File: src/rtl/multi_ch_byte_packer.sv
// Multi-channel FIFO snapshot to UART byte-frame packer.
// Frame: [sync] data bytes of enabled channels [checksum].
module multi_ch_byte_packer #(
  parameter int         NUM_CH    = 4,
  parameter int         WORD_W    = 16,
  parameter int         SYNC_EN   = 1,
  parameter logic [7:0] SYNC_BYTE = 8'hA5,
  parameter int         CSUM_EN   = 1
) (
  input  logic                     clk40M,
  input  logic                     nRst,
  input  logic [NUM_CH-1:0]        empty,
  output logic [NUM_CH-1:0]        rd,
  input  logic [NUM_CH*WORD_W-1:0] fifoOut,
  input  logic [NUM_CH-1:0]        chMask,
  input  logic                     msbFirst,
  output logic [7:0]               txData,
  output logic                     txValid,
  input  logic                     txReady,
  output logic                     busy,
  output logic                     frameDone,
  output logic [15:0]              frameCount
);

  localparam int BPW  = WORD_W / 8;
  localparam int CH_W = (NUM_CH > 1) ? $clog2(NUM_CH) : 1;
  localparam int BY_W = (BPW > 1) ? $clog2(BPW) : 1;

  typedef enum logic [2:0] {
    IDLE, LATCH, SYNC, DATA, SUM, DONE
  } state_t;

  state_t state, state_n;

  logic [NUM_CH-1:0]        mask_q;
  logic                     msb_q;
  logic [NUM_CH*WORD_W-1:0] snap;
  logic [CH_W-1:0]          ch_q;
  logic [CH_W-1:0]          first_ch;
  logic [CH_W-1:0]          next_ch;
  logic                     has_next;
  logic [BY_W-1:0]          byte_q;
  logic [BY_W-1:0]          byte_sel;
  logic [7:0]               csum;
  logic [WORD_W-1:0]        cur_word;
  logic                     start;
  logic                     xfer;
  logic                     last_byte;

  assign start     = (chMask != '0) &&
                     ((~empty & chMask) == chMask);
  assign xfer      = txValid && txReady;
  assign last_byte = (byte_q == BY_W'(BPW - 1));
  assign byte_sel  = msb_q ? (BY_W'(BPW - 1) - byte_q)
                           : byte_q;
  assign cur_word  = snap[int'(ch_q)*WORD_W +: WORD_W];
  assign busy      = (state != IDLE);
  assign frameDone = (state == DONE);

  // Lowest enabled channel, and next enabled one above ch_q
  always_comb begin
    first_ch = '0;
    next_ch  = ch_q;
    has_next = 1'b0;
    for (int i = NUM_CH - 1; i >= 0; i--) begin
      if (mask_q[i]) begin
        first_ch = CH_W'(i);
      end
      if (mask_q[i] && (i > int'(ch_q))) begin
        next_ch  = CH_W'(i);
        has_next = 1'b1;
      end
    end
  end

  // Next state, FIFO read strobe and byte presentation
  always_comb begin
    state_n = state;
    rd      = '0;
    txValid = 1'b0;
    txData  = '0;
    unique case (state)
      IDLE: begin
        if (start) begin
          state_n = LATCH;
          rd      = chMask & {NUM_CH{nRst}};
        end
      end
      LATCH: begin
        state_n = (SYNC_EN != 0) ? SYNC : DATA;
      end
      SYNC: begin
        txValid = 1'b1;
        txData  = SYNC_BYTE;
        if (xfer) state_n = DATA;
      end
      DATA: begin
        txValid = 1'b1;
        txData  = cur_word[int'(byte_sel)*8 +: 8];
        if (xfer && last_byte && !has_next) begin
          state_n = (CSUM_EN != 0) ? SUM : DONE;
        end
      end
      SUM: begin
        txValid = 1'b1;
        txData  = csum;
        if (xfer) state_n = DONE;
      end
      DONE: begin
        state_n = IDLE;
      end
      default: state_n = IDLE;
    endcase
  end

  // State register
  always_ff @(posedge clk40M) begin
    if (!nRst) state <= IDLE;
    else       state <= state_n;
  end

  // Frame registers, snapshot, byte walker, checksum, counter
  always_ff @(posedge clk40M) begin
    if (!nRst) begin
      mask_q     <= '0;
      msb_q      <= 1'b0;
      snap       <= '0;
      ch_q       <= '0;
      byte_q     <= '0;
      csum       <= '0;
      frameCount <= '0;
    end else begin
      if (state == IDLE && start) begin
        mask_q <= chMask;
        msb_q  <= msbFirst;
        csum   <= '0;
      end
      if (state == LATCH) begin
        for (int c = 0; c < NUM_CH; c++) begin
          if (mask_q[c]) begin
            snap[c*WORD_W +: WORD_W] <=
              fifoOut[c*WORD_W +: WORD_W];
          end
        end
        ch_q   <= first_ch;
        byte_q <= '0;
      end
      if (state == DATA && xfer) begin
        csum <= csum + txData;
        if (last_byte) begin
          byte_q <= '0;
          ch_q   <= next_ch;
        end else begin
          byte_q <= byte_q + 1'b1;
        end
      end
      if (state == DONE) begin
        frameCount <= frameCount + 16'd1;
      end
    end
  end

endmodule

File: config.mk
export PLATFORM = sky130hd
export DESIGN_NAME = multi_ch_byte_packer
export DESIGN_NICKNAME = d
export VERILOG_FILES = /design/src/rtl/multi_ch_byte_packer.sv
export SDC_FILE = /design/constraint.sdc
export NUM_CORES = 1
export LEC_CHECK = 0
export ABC_CLOCK_PERIOD_IN_PS = 5900
export BUFFER_PORTS_ARGS = -buffer_cell sky130_fd_sc_hd__buf_2
export CAP_MARGIN = 0
export CORE_MARGIN = 2
export CORE_UTILIZATION = 45
export DETAILED_ROUTE_END_ITERATION = 6
export GPL_ROUTABILITY_DRIVEN = 1
export GPL_TIMING_DRIVEN = 0
export PLACE_DENSITY_LB_ADDON = 0.1
export SETUP_SLACK_MARGIN = 0.1
export SLEW_MARGIN = 20
export SYNTH_ARGS = -nofsm -noshare
export SYNTH_HDL_FRONTEND = slang
export SYNTH_SLANG_ARGS = --single-unit
File: constraint.sdc
create_clock -name clk40M -period 5.9 [get_ports clk40M]
set_clock_uncertainty 0.2 [all_clocks]
set_input_delay 0.885 -clock clk40M [delete_from_list [all_inputs] [get_ports clk40M]]
set_output_delay 0.885 -clock clk40M [all_outputs]
set_load 0.02 [all_outputs]
# Yosys cells after proc, flatten, opt, wreduce, memory -nomap -nowiden
# Cells that the tools add are included.
[word_totals] word_cells=83 input_bits=76 regBits=99
[op_classes] bitwise_logic=3 muxes=28 eq_ne=11 shift=2 addsub=4 reduce_logical=21 magnitude_cmp=3
[ops] operator="64-bit by 7-bit variable part select with 16-bit output" count=1
[ops] operator="8-bit one-hot mux with 3 select lines" count=1
[ops] operator="2-bit two-way mux" count=10
[ops] operator="16-bit by 1-bit adder with 16-bit output, second input constant" count=1
[ops] operator="8-bit two-way mux" count=2
[ops] operator="16-bit by 5-bit variable part select with 8-bit output" count=1
[ops] operator="3-bit one-hot mux with 5 select lines" count=1
[ops] operator="3-bit two-way mux" count=4
[ops] operator="1-bit logical AND" count=9
[ops] operator="8-bit adder" count=1
[ops] operator="4-bit bitwise AND" count=2
[ops] operator="1-bit two-way mux" count=8
[ops] operator="4-bit two-way mux" count=2
[ops] operator="2-bit inequality test, second input constant" count=4
[ops] operator="2-bit AND reduction" count=4
[ops] operator="3-bit by 2-bit == test with 1-bit output, second input constant" count=2
[ops] operator="3-bit == test, second input constant" count=2
[ops] operator="5-bit inequality test, second input constant" count=1
[ops] operator="4-bit == test" count=1
[ops] operator="2-bit greater-than comparator, first input constant" count=2
[ops] operator="4-bit NOT" count=1
[ops] operator="4-bit AND reduction" count=1
[ops] operator="2-bit nonzero test" count=2
[ops] operator="4-bit nonzero test" count=1
[ops] operator="other kinds (8)" count=8

# Logic depth before layout (Yosys ltp)
[depth] word_depth=9 mapped_depth=13

# Worst setup path before layout
# OpenSTA, ideal clock, no wires.
[synth_timing] path_type="register -> register" start="reg ch_q[1]" end="reg csum[7]" period_less_slack_ns=3.543 setup_time_ns=0.072 path_stages_with_launch=13 t_arrival_ns=3.271 slack_ns=2.357 required_time_ns=5.628 path_cell_list="dfxtp_1 buf_2 buf_2 mux4_2 mux2i_1 o21ai_0 ha_1 a21oi_1 nand4b_1 a21oi_1 or3_1 a21oi_2 mux2i_1"
[synth_via] elab_chain_cells=5
[synth_rtl] element="from (decl)" line_no="38" rtl="logic [CH_W-1:0] ch_q;"
[synth_rtl] element="from (signal assigned)" line_no="145" rtl="ch_q <= first_ch;"
[synth_rtl] element="from (signal assigned)" line_no="152" rtl="ch_q <= next_ch;"
[synth_rtl] element="64-bit by 7-bit variable part select with 16-bit output" line_no="56" rtl="assign cur_word = snap[int'(ch_q)*WORD_W +: WORD_W];"
[synth_rtl] element="16-bit by 5-bit variable part select with 8-bit output" line_no="99" rtl="txData = cur_word[int'(byte_sel)*8 +: 8];"
[synth_rtl] element="8-bit one-hot mux with 3 select lines" line_no="82" rtl="unique case (state)"
[synth_rtl] element="via txData[1]" line_no="17" rtl="output logic [7:0] txData,"
[synth_rtl] element="8-bit adder" line_no="149" rtl="csum <= csum + txData;"
[synth_rtl] element="8-bit two-way mux" line_no="148" rtl="if (state == DATA && xfer) begin"
[synth_rtl] element="to (signal assigned)" line_no="149"
[synth_rtl] element="to (decl)" line_no="44" rtl="logic [7:0] csum;"
# The timed path passes the listed nets, and every way through them passes these cells.
# A chain may end at the register's enable or synchronous reset.

# Final worst setup path
[layout_timing] start="reg ch_q[0]" end="reg csum[7]"
[layout_via] elab_chain_cells=5
[layout_rtl] element="64-bit by 7-bit variable part select with 16-bit output" line_no="56"
[layout_rtl] element="16-bit by 5-bit variable part select with 8-bit output" line_no="99"
[layout_rtl] element="8-bit one-hot mux with 3 select lines" line_no="82"
[layout_rtl] element="8-bit adder" line_no="149"
[layout_rtl] element="8-bit two-way mux" line_no="148"
# No other way between the ends.

==> flow_metrics.tcl <==
set metrics [dict create \
    min_period_over_period_pct 66.7 \
    cts.path.max_buffers 2 \
    r2r-start "ch_q[0]" \
    slew_viol_final 0 \
    gp_congestion 0.871 \
    crit_path_max_fanout 10 \
    ys_async_sr_fraction_pct 0 \
    setup-violations-final 0 \
    placement_rows 37 \
    first_global_vias 4104 \
    ff2ff_setup_slack_ns 1.97 \
    die_area_sq_mm 0.0116 \
    cts_tree "done" \
    grt_setup_unrepaired "no" \
    die_width_microns 108 \
    multi_input_comb_area_sq_mm 0.00271 \
    cp-end-kind "register" \
    fillCellCount 1005 \
    grt-ovfl-total 0 \
    ff_latch_area_sq_mm 0.00198 \
    holdCritStartpoint "snap[47]" \
    routed_wl_microns 13100 \
    dp_hpwl_microns 10000 \
    tritoncts.num_buffers 9 \
    path_clk_slew_ns 0.10 \
    firstDrtPassIters 4 \
    antenna_found_initial 0 \
    post-cts-setup-buffers 0 \
    seq_pwr_share_pct 54.2 \
    pin_count 107 \
    drc 0 \
    antenna_cells 0 \
    hold_buffers 0 \
    arrival_ns 4.03 \
    ys_seq_area_share_pct 40.9 \
    vias_after_detailed_routing 4293 \
    worstHoldPathCells 2 \
    critical_path_class "reg2reg" \
    worstHoldPathType "reg2reg" \
    hold_viol 0 \
    whs_endpoint "snap[47]" \
    syn-instance-count 557 \
    internal_mw 0.934 \
    final_cell_count_no_fill 815 \
    p_leak_nw 2.26 \
    placement.io_buffers 106 \
    htree_num_levels 3 \
    postSynth.topFlopCell "sky130_fd_sc_hd__dfxtp_1" \
    core_sq_mm 0.0104 \
    latest_clock_arrival_within_the_worst_skew_pair_ns 0.37 \
    synthesis.nets 642 \
    part_of_the_power_in_the_clock_network_pct 35.1 \
    post_syn_area_sq_mm 0.00484 \
    rr_endpoint "csum[7]" \
    clk_root_buffer_cell "sky130_fd_sc_hd__clkbuf_8" \
    relSlewSlack_pct 34.0 \
    dieHeight_microns 108 \
    vdd_ir_drop_max_uv 149 \
    combPwrFrac_pct 10.7 \
    cts.repair.resized 0 \
    first_pass_grt_wire_length_microns 20600 \
    starting_density_of_the_core_pct 46.7 \
    yosys-top-cells-count "164 x sky130_fd_sc_hd__nand2_1, 99 x sky130_fd_sc_hd__dfxtp_1, 71 x sky130_fd_sc_hd__a21boi_0" \
    num-nets-final 759 \
    worstRegToRegCells 12 \
    max_slew.worst_pin.slew_ns 0.982 \
    setup.worst_path.start_class "register" \
    via_per_inst 5.27 \
    switching_share_pct 26.2 \
    timing.fmax_mhz 254 \
    route.detailed.wl_per_inst_microns 16.0 \
    ant_nets 0 \
    dp_cells 799 \
    synth_seq_cells 99 \
    yosys.area.top_type_share_pct 40.9 \
    worstPathRequired_ns 5.99 \
    max_cap_violations 0 \
    syn_avg_cell_area_sq_um 8.70 \
    fin_tns_setup_ns 0 \
    top_count_cell_post_synth "sky130_fd_sc_hd__nand2_1" \
    synth_top_area_cell "sky130_fd_sc_hd__dfxtp_1" \
    drt_iter0_drc 262 \
    clock_sinks 99 \
    p_sw_mw 0.332 \
    synth_enable_flop_cells 0 \
    grt_max_degree 18 \
    final_layout_size_suffix_gt1_share_pct 22.1 \
    status "completed" \
    synth_cell_type_count 43 \
    area_growth_pct 18.6 \
    power_per_cell_area_mw_per_mm2 220 \
    synth-warning-count 0 \
    grt_util_all_layers_pct 23.3 \
    synth_area_leaders "sky130_fd_sc_hd__dfxtp_1 41%, sky130_fd_sc_hd__nand2_1 13%, sky130_fd_sc_hd__a21boi_0 11%, sky130_fd_sc_hd__mux4_2 7.4%, sky130_fd_sc_hd__and2_1 2.7%" \
    final_period_minus_worst_setup_slack_ns 3.93 \
]
cells in the final DEF, fill, tap and decap left out, types with 2 or more instances in the layout:
master | netlist | routed
sky130_fd_sc_hd__mux2i_1 | 10 | 10
sky130_fd_sc_hd__xor2_1 | 6 | 6
sky130_fd_sc_hd__inv_1 | 4 | 4
sky130_fd_sc_hd__and4_1 | 3 | 3
sky130_fd_sc_hd__nor2b_1 | 5 | 5
sky130_fd_sc_hd__o22ai_1 | 4 | 4
sky130_fd_sc_hd__o21a_1 | 3 | 3
sky130_fd_sc_hd__dfxtp_1 | 99 | 99
sky130_fd_sc_hd__a21o_1 | 3 | 3
sky130_fd_sc_hd__nand2b_1 | 3 | 3
sky130_fd_sc_hd__nor3_1 | 5 | 5
sky130_fd_sc_hd__and2_1 | 21 | 21
sky130_fd_sc_hd__nand2_1 | 164 | 164
sky130_fd_sc_hd__clkbuf_8 | 0 | 9
sky130_fd_sc_hd__ha_1 | 8 | 8
sky130_fd_sc_hd__a21boi_0 | 71 | 71
sky130_fd_sc_hd__or3_1 | 3 | 3
sky130_fd_sc_hd__nor2_1 | 7 | 7
sky130_fd_sc_hd__mux4_2 | 16 | 16
sky130_fd_sc_hd__o21ai_0 | 11 | 11
sky130_fd_sc_hd__clkinv_2 | 0 | 2
sky130_fd_sc_hd__buf_2 | 9 | 115
sky130_fd_sc_hd__and3_1 | 10 | 10
sky130_fd_sc_hd__nand4_1 | 3 | 3
sky130_fd_sc_hd__nand3_1 | 18 | 18
sky130_fd_sc_hd__a21boi_1 | 3 | 3
sky130_fd_sc_hd__clkinvlp_4 | 0 | 2
sky130_fd_sc_hd__o21bai_1 | 2 | 2
sky130_fd_sc_hd__a21oi_1 | 13 | 13
sky130_fd_sc_hd__a22oi_1 | 2 | 2
sky130_fd_sc_hd__xnor2_1 | 12 | 12
sky130_fd_sc_hd__clkbuf_1 | 25 | 25
kinds of logic (layout without fill, tap and decap cells):
logic type / Yosys count / after routing / share of synthesized area (%)
simple gates: 251 / 251 / 23.5
buf+inv: 38 / 160 / 3.18
compound gates: 115 / 115 / 16.6
fa+ha+maj: 9 / 9 / 2.48
flops: 99 / 99 / 40.9
mux: 26 / 26 / 9.51
xor+xnor: 19 / 19 / 3.82
metrics by stage:
stage / power, mW / hold slack, ns / utilization, % / instance area [sq um] / setup WS [ns]
global route: 1.32 / 0.291 / 55.4 / 5740 / 1.69
finish: 1.27 / 0.268 / 55.4 / 5740 / 1.97
global placement: 0.833 / 0.241 / 53.5 / 5540 / 2.03
detailed placement: 0.836 / 0.257 / 53.5 / 5540 / 1.97
CTS: 1.28 / 0.271 / 55.4 / 5740 / 1.93
floorplan: 0.777 / 0.232 / - / 4840 / 2.36
flip-flops by register name, summed over array words and instances (netlist names):
register / count
state: 3
ch_q: 2
frameCount: 16
mask_q: 4
byte_q: 1
csum: 8
msb_q: 1
snap: 64
worst max-delay path, cell delays in order (launching register included):
cell and delay (ns):
sky130_fd_sc_hd__dfxtp_1 0.32, sky130_fd_sc_hd__buf_2 0.27, sky130_fd_sc_hd__clkbuf_1 0.53, sky130_fd_sc_hd__mux4_2 0.46
sky130_fd_sc_hd__mux2i_1 0.30, sky130_fd_sc_hd__o21ai_0 0.17, sky130_fd_sc_hd__ha_1 0.37, sky130_fd_sc_hd__a21o_1 0.19
sky130_fd_sc_hd__a21oi_1 0.18, sky130_fd_sc_hd__a21oi_1 0.10, sky130_fd_sc_hd__or3_1 0.39, sky130_fd_sc_hd__a21oi_2 0.15
sky130_fd_sc_hd__mux2i_1 0.20
worst max path at each step:
stage                     slack (ns)  cells past startpoint     from       to
after floorplan                 2.36                     12  ch_q[1]  csum[7]
after global placement          2.03                     13  ch_q[1]  csum[6]
after detailed placement        1.97                     12  ch_q[1]  csum[7]
after CTS                       1.93                     12  ch_q[1]  csum[7]
after global routing            1.69                     12  ch_q[1]  csum[7]
final                           1.97                     12  ch_q[0]  csum[7]
per-layer routing:
metal | share of wire, % | vias up | routed length, microns | track usage, %
met3 | 6.5 | 15 | 848 | 4.36
met1 | 45 | 1999 | 5830 | 30.3
li1 | - | 2140 | - | -
met5 | 0 | - | 0 | 0
met2 | 47 | 139 | 6180 | 39.0
met4 | 1.6 | 0 | 204 | 7.14
area by class of cell:
| class | instances | share of cell area, % |
|---|---|---|
| buffer | 34 | 2.42 |
| clock buffer | 9 | 2.16 |
| clock inverter | 7 | 1.31 |
| inverter | 4 | 0.261 |
| multi-input combinational | 420 | 47.1 |
| sequential | 99 | 34.5 |
| tap | 136 | 2.96 |
| timing repair buffer | 106 | 9.24 |
power by group through the flow:
stage | logic (mW) | registers (mW) | clock network (mW)
2_1_floorplan | 0.0790 | 0.698 | 0
3_5_place_dp | 0.135 | 0.701 | 0
5_1_grt | 0.149 | 0.687 | 0.482
6_report | 0.136 | 0.685 | 0.444
4_1_cts | 0.136 | 0.685 | 0.455
3_3_place_gp | 0.133 | 0.701 | 0
Power figures use the tool's default switching activity.
